**src/rtl/rv32_mem_access_pkg.sv**
```systemverilog
// Shared codes and types for the rv32 memory stage.
package rv32_mem_access_pkg;

  typedef enum logic [1:0] {
    W_BYTE = 2'd0,
    W_HALF = 2'd1,
    W_WORD = 2'd2
  } width_e;

  typedef enum logic [1:0] {
    BR_NEVER    = 2'd0,
    BR_ZERO     = 2'd1,
    BR_NON_ZERO = 2'd2,
    BR_ALWAYS   = 2'd3
  } branch_e;

  typedef enum logic [1:0] {
    S_IDLE  = 2'd0,
    S_WAIT  = 2'd1,
    S_ABORT = 2'd2,
    S_DONE  = 2'd3
  } state_e;

  typedef struct packed {
    logic [31:0] addr;
    logic [31:0] wdata;
    logic [3:0]  mask;
    logic        read;
    logic        write;
    logic [1:0]  width;
    logic        zext;
  } req_t;

  function automatic logic misaligned(
    input logic [1:0] width,
    input logic [1:0] lane
  );
    return (width == W_HALF && lane[0]) ||
           (width == W_WORD && lane != 2'b00);
  endfunction

endpackage

```
**src/rtl/rv32_mem_align.sv**
```systemverilog
// Byte-lane steering for stores and lane extraction
// plus sign/zero extension for loads.
module rv32_mem_align
  import rv32_mem_access_pkg::*;
(
  input  logic [1:0]  width,
  input  logic [1:0]  lane,
  input  logic        zext,
  input  logic [31:0] store_value,
  input  logic [31:0] read_value,
  output logic [3:0]  mask,
  output logic [31:0] write_value,
  output logic [31:0] load_value
);

  logic [31:0] shifted;

  always_comb begin
    shifted     = read_value >> {lane, 3'b000};
    mask        = 4'b1111;
    write_value = store_value;
    load_value  = shifted;
    unique case (width)
      W_BYTE: begin
        mask        = 4'b0001 << lane;
        write_value = {4{store_value[7:0]}};
        load_value  = {{24{~zext & shifted[7]}},
                       shifted[7:0]};
      end
      W_HALF: begin
        mask        = 4'b0011 << {lane[1], 1'b0};
        write_value = {2{store_value[15:0]}};
        load_value  = {{16{~zext & shifted[15]}},
                       shifted[15:0]};
      end
      default: ;
    endcase
  end

endmodule

```
**src/rtl/rv32_mem_access.sv**
```systemverilog
// Memory stage: data-bus access FSM, branch
// resolution and writeback/forwarding registers.
module rv32_mem_access
  import rv32_mem_access_pkg::*;
#(
  parameter int WAIT_LIMIT = 255
) (
  input  logic        clk,
  input  logic        reset,
  input  logic        stall_in,
  input  logic        flush_in,
  input  logic        mem_read_in,
  input  logic        mem_write_in,
  input  logic [1:0]  mem_width_in,
  input  logic        mem_zero_extend_in,
  input  logic [1:0]  branch_op_in,
  input  logic [31:0] branch_pc_in,
  input  logic [4:0]  rd_in,
  input  logic        rd_write_in,
  input  logic [31:0] result_in,
  input  logic [31:0] rs2_value_in,
  input  logic [31:0] dbus_read_value_in,
  input  logic        dbus_ready_in,
  output logic [31:0] dbus_address_out,
  output logic        dbus_read_out,
  output logic        dbus_write_out,
  output logic [3:0]  dbus_write_mask_out,
  output logic [31:0] dbus_write_value_out,
  output logic        busy_out,
  output logic        branch_taken_out,
  output logic [31:0] branch_pc_out,
  output logic [4:0]  rd_out,
  output logic        rd_write_out,
  output logic [31:0] rd_value_out,
  output logic        fault_out
);

  localparam int CW =
    (WAIT_LIMIT > 1) ? $clog2(WAIT_LIMIT) : 1;
  localparam logic [CW-1:0] LAST =
    CW'((WAIT_LIMIT > 0) ? WAIT_LIMIT - 1 : 0);
  localparam logic LIMITED = (WAIT_LIMIT != 0);

  state_e      state, state_nxt;
  req_t        req;
  logic [CW-1:0] cnt;
  logic [31:0] data_q;
  logic        pend_read, pend_kill, pend_fault;

  logic        mem, mis_fault, access, timeout;
  logic        busy, upd, latch;
  logic        nxt_wr, nxt_fault;
  logic [31:0] nxt_val;
  logic        cap, cap_read, cap_kill, cap_fault;
  logic        bus_rd, bus_wr;
  logic [31:0] bus_addr, bus_wval;
  logic [3:0]  bus_mask;
  logic        taken;

  logic [1:0]  a_width, a_lane;
  logic        a_zext;
  logic [3:0]  al_mask;
  logic [31:0] al_wval, al_load;

  assign mem = mem_read_in | mem_write_in;
  assign mis_fault = mem & ~flush_in &
    misaligned(mem_width_in, result_in[1:0]);
  assign access = mem & ~flush_in &
    ~misaligned(mem_width_in, result_in[1:0]);

  // In-flight accesses extend with the latched shape
  assign a_width = (state == S_IDLE) ?
    mem_width_in : req.width;
  assign a_lane = (state == S_IDLE) ?
    result_in[1:0] : req.addr[1:0];
  assign a_zext = (state == S_IDLE) ?
    mem_zero_extend_in : req.zext;

  rv32_mem_align u_align (
    .width       (a_width),
    .lane        (a_lane),
    .zext        (a_zext),
    .store_value (rs2_value_in),
    .read_value  (dbus_read_value_in),
    .mask        (al_mask),
    .write_value (al_wval),
    .load_value  (al_load)
  );

  assign timeout = LIMITED & (state == S_WAIT) &
    ~dbus_ready_in & ~flush_in & (cnt == LAST);

  always_comb begin
    state_nxt = state;
    busy      = 1'b0;
    upd       = 1'b0;
    latch     = 1'b0;
    nxt_wr    = 1'b0;
    nxt_val   = result_in;
    nxt_fault = 1'b0;
    cap       = 1'b0;
    cap_read  = 1'b0;
    cap_kill  = 1'b0;
    cap_fault = 1'b0;
    bus_rd    = 1'b0;
    bus_wr    = 1'b0;
    bus_addr  = '0;
    bus_mask  = '0;
    bus_wval  = '0;
    unique case (state)
      S_IDLE: begin
        if (access) begin
          bus_rd   = mem_read_in;
          bus_wr   = mem_write_in;
          bus_addr = {result_in[31:2], 2'b00};
          bus_mask = mem_write_in ? al_mask : 4'b0000;
          bus_wval = mem_write_in ? al_wval : '0;
          if (dbus_ready_in) begin
            if (mem_read_in) nxt_val = al_load;
            if (stall_in) begin
              state_nxt = S_DONE;
              cap       = 1'b1;
              cap_read  = mem_read_in;
            end
          end else begin
            busy      = 1'b1;
            latch     = 1'b1;
            state_nxt = S_WAIT;
          end
        end
        upd       = ~stall_in & ~busy;
        nxt_wr    = rd_write_in & ~flush_in & ~mis_fault;
        nxt_fault = mis_fault;
      end
      S_WAIT, S_ABORT: begin
        bus_rd   = req.read;
        bus_wr   = req.write;
        bus_addr = {req.addr[31:2], 2'b00};
        bus_mask = req.mask;
        bus_wval = req.wdata;
        if (dbus_ready_in) begin
          upd       = ~stall_in;
          if (req.read) nxt_val = al_load;
          nxt_wr    = (state == S_WAIT) &
                      rd_write_in & ~flush_in;
          cap       = stall_in;
          cap_read  = req.read;
          cap_kill  = (state == S_ABORT) | flush_in;
          state_nxt = stall_in ? S_DONE : S_IDLE;
        end else if (state == S_WAIT && flush_in) begin
          busy      = 1'b1;
          state_nxt = S_ABORT;
        end else if (timeout) begin
          upd       = ~stall_in;
          nxt_fault = 1'b1;
          cap       = stall_in;
          cap_fault = 1'b1;
          state_nxt = stall_in ? S_DONE : S_IDLE;
        end else begin
          busy = 1'b1;
        end
      end
      S_DONE: begin
        // Result is parked here; the bus stays idle
        upd       = ~stall_in;
        nxt_val   = pend_read ? data_q : result_in;
        nxt_wr    = rd_write_in & ~flush_in &
                    ~pend_kill & ~pend_fault;
        nxt_fault = pend_fault & ~flush_in;
        if (!stall_in) state_nxt = S_IDLE;
      end
      default: state_nxt = S_IDLE;
    endcase
  end

  always_comb begin
    taken = 1'b0;
    unique case (branch_op_in)
      BR_ZERO:     taken = (result_in == '0);
      BR_NON_ZERO: taken = (result_in != '0);
      BR_ALWAYS:   taken = 1'b1;
      default:     taken = 1'b0;
    endcase
  end

  assign branch_taken_out = taken & ~flush_in;
  assign branch_pc_out    = branch_pc_in;

  assign busy_out             = busy & ~reset;
  assign dbus_read_out        = bus_rd & ~reset;
  assign dbus_write_out       = bus_wr & ~reset;
  assign dbus_address_out     = reset ? '0 : bus_addr;
  assign dbus_write_mask_out  = reset ? '0 : bus_mask;
  assign dbus_write_value_out = reset ? '0 : bus_wval;

  always_ff @(posedge clk or posedge reset) begin
    if (reset) begin
      state        <= S_IDLE;
      req          <= '0;
      cnt          <= '0;
      data_q       <= '0;
      pend_read    <= 1'b0;
      pend_kill    <= 1'b0;
      pend_fault   <= 1'b0;
      rd_out       <= '0;
      rd_write_out <= 1'b0;
      rd_value_out <= '0;
      fault_out    <= 1'b0;
    end else begin
      state <= state_nxt;
      if (latch) begin
        req.addr  <= result_in;
        req.wdata <= mem_write_in ? al_wval : '0;
        req.mask  <= mem_write_in ? al_mask : 4'b0000;
        req.read  <= mem_read_in;
        req.write <= mem_write_in;
        req.width <= mem_width_in;
        req.zext  <= mem_zero_extend_in;
        cnt       <= '0;
      end else if (state == S_WAIT &&
                   state_nxt == S_WAIT) begin
        cnt <= cnt + 1'b1;
      end
      if (cap) begin
        data_q     <= al_load;
        pend_read  <= cap_read;
        pend_kill  <= cap_kill;
        pend_fault <= cap_fault;
      end
      fault_out <= upd & nxt_fault;
      if (upd) begin
        rd_out       <= rd_in;
        rd_write_out <= nxt_wr;
        rd_value_out <= nxt_val;
      end
    end
  end

endmodule
```
**config.mk**
```make
export PLATFORM = sky130hd
export DESIGN_NAME = rv32_mem_access
export DESIGN_NICKNAME = d
export VERILOG_FILES = /design/src/rtl/rv32_mem_access_pkg.sv /design/src/rtl/rv32_mem_align.sv /design/src/rtl/rv32_mem_access.sv
export SDC_FILE = /design/constraint.sdc
export NUM_CORES = 1
export LEC_CHECK = 0
export BUFFER_PORTS_ARGS = -buffer_cell sky130_fd_sc_hd__buf_2
export CORE_AREA = 2 2 142 144
export CTS_CLUSTER_SIZE = 28
export DETAILED_ROUTE_END_ITERATION = 16
export DIE_AREA = 0 0 144 146
export GPL_TIMING_DRIVEN = 1
export PLACE_DENSITY_LB_ADDON = 0.25
export RECOVER_POWER = 100
export SLEW_MARGIN = 20
export SYNTH_ARGS = -nofsm -noshare
export SYNTH_HDL_FRONTEND = slang
export SYNTH_SLANG_ARGS = --single-unit
export TNS_END_PERCENT = 5
```
**constraint.sdc**
```tcl
create_clock -name clk -period 6.15 [get_ports clk]
set_clock_uncertainty 0.05 [all_clocks]
set_input_delay 0 -clock clk [delete_from_list [all_inputs] [get_ports clk]]
set_output_delay 0 -clock clk [all_outputs]
set_load 0.05 [all_outputs]
```
# ---- Word level (Yosys, flattened, before mapping)
# Cells that the tools add are included.
dict set report totals {
  regBits 157
  output_inout_bits 143
  word_cells 150
}
dict set report classes {
  add_sub_neg 1
  eq_ne 11
  shifts 3
  n_mux 73
  bitwise_logic 33
  n_reduce_logical 12
}
# cell n
set ops {}
lappend ops {{2-to-1 mux 32 bit} 11}
lappend ops {{case mux 32 bit (2 select lines)} 4}
lappend ops {{case mux 32 bit (3 select lines)} 1}
lappend ops {{logical NOT 32 bit} 1}
lappend ops {{nonzero test 32 bit} 1}
lappend ops {{>> shifter 32 x 5 -> 32 bit} 1}
lappend ops {{2-to-1 mux 1 bit} 30}
lappend ops {{AND 1 bit} 21}
lappend ops {{2-to-1 mux 2 bit} 10}
lappend ops {{2-to-1 mux 8 bit} 2}
lappend ops {{case mux 4 bit (2 select lines)} 2}
lappend ops {{2-to-1 mux 4 bit} 3}
lappend ops {{case mux 1 bit (3 select lines)} 4}
lappend ops {{equality test 2 x 1 -> 1 bit (second input constant)} 5}
lappend ops {{equality test 2 bit (second input constant)} 5}
lappend ops {{NOT 1 bit} 10}
lappend ops {{case mux 1 bit (2 select lines)} 5}
lappend ops {{adder 8 x 1 -> 8 bit (second input constant)} 1}
lappend ops {{equality test 8 bit (second input constant)} 1}
lappend ops {{case mux 2 bit (3 select lines)} 1}
lappend ops {{logical AND 1 bit} 4}
lappend ops {{logical NOT 2 bit} 2}
lappend ops {{nonzero test 2 bit} 2}
lappend ops {{left shift 1 x 2 -> 4 bit (first input constant)} 1}
lappend ops {{other kinds (4)} 5}

# ---- Longest topological paths before layout
dict set report logic_depth {
  depth_word 12
  ltp_mapped 12
  mapped_depth_nobuf 8
}

# ---- By module
# From an unflattened synthesis, not the netlist that was laid out.
dict set report unflattened {
  cells_unflattened 1069
  area_unflattened_um2 10491.3
}
# module instances cells_each area_per_inst_um2 seq_area_each_um2
set by_module_without_submodules {}
lappend by_module_without_submodules {rv32_mem_access 1 885 9186.3 3928.8}
lappend by_module_without_submodules {rv32_mem_align 1 184 1305.0 0.0}

# ---- Worst setup path before layout
# Ideal clock, no wire load.
dict set report synth_path {
  path_type {reg-to-output}
  start {register state[1]}
  end {output port dbus_write_value_out[26]}
  t_arrival_ps 2873
  required_ps 6100
  path_slack_ps 3227
  stages_incl_launch_ff 12
  cell_sequence {dfrtp_1 inv_1 ha_1 buf_4 buf_4 buf_4 mux2i_1 clkbuf_1 nor2_1 a311oi_1 a21oi_1 nor2_1}
}
dict set report synth_between {
  elab_chain_len 8
  elab_cells_between_ends 12
  cone_classes {eq/ne: 3; mux: 6; reduce/logical: 3}
}
# item line_no
set synth_rtl {}
lappend synth_rtl {{from (decl)} rv32_mem_access.sv:44} ;# state_e state, state_nxt;
lappend synth_rtl {{from (signal assigned)} rv32_mem_access.sv:210} ;# state <= state_nxt;
lappend synth_rtl {{logical NOT 2 bit} {rv32_mem_access.sv:72, rv32_mem_access.sv:110}}
lappend synth_rtl {{2-to-1 mux 2 bit} rv32_mem_access.sv:72} ;# assign a_width = (state == S_IDLE) ?
lappend synth_rtl {{equality test 2 x 1 -> 1 bit / logical NOT 2 bit (equally long branches)} rv32_mem_align.sv:23} ;# unique case (width)
lappend synth_rtl {{case mux 32 bit (2 select lines)} rv32_mem_align.sv:23}
lappend synth_rtl {{2-to-1 mux 32 bit} rv32_mem_access.sv:117} ;# bus_wval = mem_write_in ? al_wval : '0;
lappend synth_rtl {{2-to-1 mux 32 bit} rv32_mem_access.sv:112} ;# if (access) begin
lappend synth_rtl {{case mux 32 bit (2 select lines) (*)} rv32_mem_access.sv:110} ;# unique case (state)
lappend synth_rtl {{2-to-1 mux 32 bit (*)} rv32_mem_access.sv:194} ;# assign dbus_write_value_out = reset ? '0 : bus_wval;
lappend synth_rtl {{to (decl)} rv32_mem_access.sv:28} ;# output logic [31:0] dbus_write_value_out,
# Every way passes the cells marked *; elsewhere a longest branch is shown, timed or not.

# ---- Worst setup path in the final report
dict set report layout_path {
  start {register state[0]}
  end {output port busy_out}
}
dict set report layout_between {
  elab_chain_len 9
  elab_cells_between_ends 13
  cone_classes {eq/ne: 2; mux: 4; bitwise: 4; reduce/logical: 3}
}
# item line_no
set layout_rtl {}
lappend layout_rtl {{equality test 2 x 1 -> 1 bit} {rv32_mem_access.sv:90, rv32_mem_access.sv:110, rv32_mem_access.sv:150}}
lappend layout_rtl {{AND 1 bit} rv32_mem_access.sv:90} ;# assign timeout = LIMITED & (state == S_WAIT) &
lappend layout_rtl {{AND 1 bit (2 in series)} rv32_mem_access.sv:91} ;# ~dbus_ready_in & ~flush_in & (cnt == LAST);
lappend layout_rtl {{2-to-1 mux 1 bit} rv32_mem_access.sv:153} ;# end else if (timeout) begin
lappend layout_rtl {{2-to-1 mux 1 bit} rv32_mem_access.sv:150} ;# end else if (state == S_WAIT && flush_in) begin
lappend layout_rtl {{2-to-1 mux 1 bit} rv32_mem_access.sv:141} ;# if (dbus_ready_in) begin
lappend layout_rtl {{case mux 1 bit (2 select lines) (*)} rv32_mem_access.sv:110}
lappend layout_rtl {{AND 1 bit (*)} rv32_mem_access.sv:189} ;# assign busy_out = busy & ~reset;
lappend layout_rtl {{to (decl)} rv32_mem_access.sv:29} ;# output logic busy_out,
# Marked as above.

==> results.sh <==
export IMPL_cp_startpoint="state[0]"
export IMPL_power_density_nw_per_um2=543
export IMPL_power_mw=6.92
export IMPL_die_h_um=146
export IMPL_crit_type="reg -> out"
export IMPL_wirelength_mm=34.6
export IMPL_clk_transition_reported_paths_ps=70
export IMPL_final_cell_mix="dfrtp_1 (157), nand2_1 (155), buf_2 (122)"
export IMPL_async_flop_share_pct=100
export IMPL_io_pins=289
export IMPL_yosysWarnings=0
export IMPL_overflow=0
export IMPL_synth_avg_cell_area_um2=8.90
export IMPL_crit_buf_inv=4
export IMPL_cp_depth=8
export IMPL_dr_pass1_iters=7
export IMPL_dpl_cell_count=1514
export IMPL_detail_route_iter0_violations=1108
export IMPL_via_count=10350
export IMPL_globalRouteTotalUtil_pct=32.4
export IMPL_rrSetupSlack_ps=1160
export IMPL_area_growth_pct=25.4
export IMPL_synth_flop_cell="dfrtp_1"
export IMPL_reg2reg_depth=6
export IMPL_die_w_um=144
export IMPL_startpoint_type="flop"
export IMPL_critPathCapture="busy_out"
export IMPL_max_stage_delay_ps=1330
export IMPL_synth_seq_cells=157
export IMPL_drc=0
export IMPL_layout_min_cycle_time_ps=5050
export IMPL_clock_sinks=157
export IMPL_start_util_pct=52.6
export IMPL_hold_viol=0
export IMPL_peakVddDrop_uv=500
export IMPL_final_cells=1667
export IMPL_violations="max-capacitance violations, max-slew violations"
export IMPL_rows=51
export IMPL_critPathSlowestCell="clkbuf_1"
export IMPL_leakagePower_nw=5.42
export IMPL_final_common_cell="dfrtp_1"
export IMPL_r2r_end="rd_value_out[26]"
export IMPL_cp_top_family="buffers and inverters"
export IMPL_nets=1541
export IMPL_setup_viol=0
export IMPL_holdPathStages=4
export IMPL_wl_per_cell_um=20.8
export IMPL_numCtsBuffers=17
export IMPL_htreeDepth=4
export IMPL_r2r_start="state[0]"
export IMPL_antenna_found_initial=2
export IMPL_grt_pass1_wl_mm=53.6
export IMPL_gp_congestion=0.917
export IMPL_final_core_util_pct=65.9
export IMPL_clk_root_buffer_cell="clkbuf_16"
export IMPL_n_fill_cell=1677
export IMPL_grt_pass1_vias=9968
export IMPL_fmax_mhz=198
export IMPL_synth_edf_count=0
export IMPL_clk_latency_ps=440
export IMPL_antenna_cells=0
export IMPL_outcome="complete, but fails checks"
export IMPL_required_ps=6100
export IMPL_dpl_hpwl_mm=22.2
export IMPL_worst_pin_slew_ps=4190
export IMPL_slew_headroom_pct=-181
export IMPL_synth_seq_area_share_pct=38.6
export IMPL_cp_max_fo=76
export IMPL_grt_start_max_net_pins=92
export IMPL_whs_ps=10.5
export IMPL_die_area_um2=21000
export IMPL_drive_gt1_share_pct=18.3
export IMPL_vias_per_cell=6.21
export IMPL_syn_area_um2=10200
export IMPL_hold_class="in -> reg"
export IMPL_cts_path_max_buffers=2
export IMPL_cts_tree="done"
export IMPL_rsz0062_at_grt="no"
export IMPL_post_cts_setup_buffers=0
export IMPL_worst_path_most_repeated_cell="clkbuf_1"
export IMPL_design_core_area_um2=19300
export IMPL_maxSlewViolCount=207
export IMPL_worstPathArrival_ps=5000
export IMPL_tns_ps=0
export IMPL_critPathCaptureType="output pin"
export IMPL_fin_crit_sh_pct=82.1
export IMPL_path_cells="inv_1 -> ha_4 -> clkinv_1 -> a2111oi_4 -> clkbuf_1 -> a21oi_1 -> nor3_1 -> clkbuf_1"
export IMPL_portBuffers=222
export IMPL_antenna_left=0
export IMPL_ff_latch_area_um2=3930
export IMPL_multi_input_area_um2=5540
export IMPL_syn_inst=1143
export IMPL_maxCapViolCount=4
export IMPL_synth_cell_type_count=77
-- worst min-delay path by stage --
stage                     startpoint           endpoint  slack, ps
floorplan                   rd_in[0]          rd_out[0]         60
global route        rs2_value_in[25]            req[34]         40
finish              rs2_value_in[25]            req[34]         10
global placement    branch_pc_in[10]  branch_pc_out[10]        -50
CTS                 rs2_value_in[26]            req[35]          1
detailed placement  branch_pc_in[10]  branch_pc_out[10]        -50
-- power breakdown --
group	total (mW)	internal (mW)	switching, mW
clock network	1.12	0.665	0.455
registers	1.80	1.50	0.304
logic	3.99	1.22	2.77
-- flip-flops by register name, summed over array words and instances, names as in the netlist --
name          flops
req              73
data_q           32
rd_value_out     32
cnt               8
rd_out            5
state             2
fault_out         1
pend_fault        1
pend_kill         1
pend_read         1
rd_write_out      1
-- per-layer routing --
metal  vias to the layer above  share of wire [%]  track usage, %
met3                        93                9.3            6.98
met4                         4                3.4            12.7
li1                       4684                  -               -
met1                      4961                 41            43.4
met2                       608                 46            51.1
met5                         -              0.072               0
-- cell usage after synthesis, types with 16 or more instances --
cell type,n,area [µm²]
clkbuf_1,65,244
buf_4,43,323
mux2_2,69,777
dfrtp_1,157,3930
mux2i_1,33,330
o31ai_1,16,120
o21ai_0,38,190
nor2_1,120,450
a22o_1,24,210
a22oi_1,64,480
nand2_1,155,582
a21oi_1,83,415
-- stage by stage --
| stage | instance area, µm² | setup slack (ps) |
|---|---|---|
| 6_report | 12700 | 1100 |
| 4_1_cts | 12900 | 1710 |
| 2_1_floorplan | 10200 | 1870 |
| 3_5_place_dp | 11100 | 1710 |
| 3_3_place_gp | 11100 | 1820 |
| 5_1_grt | 12700 | 842 |
-- cell type report --
class / instances / share of cell area [%]
inverter: 11 / 0.334
multi-input combinational: 843 / 43.4
sequential: 157 / 30.8
timing repair buffer: 359 / 18.0
clock inverter: 12 / 1.28
tap: 265 / 2.60
clock buffer: 20 / 3.58
-- cells by family (layout without fill, tap and decap cells) --
kind of cell	Yosys count	after routing	share of synthesized area, %
buffers and inverters	144	402	7.27
and+or+nand+nor	358	358	15.4
DFF	157	157	38.6
muxes	113	113	12.5
adders and majority gates	6	6	0.738
other	1	2	0.0369
AOI/OAI and AO/OA	364	364	25.4
-- tightest hold or removal path, delay by kind of cell --
family / cells / cell delay (ps)
AOI/OAI and AO/OA: 2 / 240
buffers and inverters: 1 / 100
and+or+nand+nor: 1 / 110
-- repair_timing --
action                    4_1_cts  5_1_grt
hold buffers                  121        0
hold endpoints to repair      228        0
gates resized for setup         0        0
No activity file was read; power rests on OpenSTA's default activity.
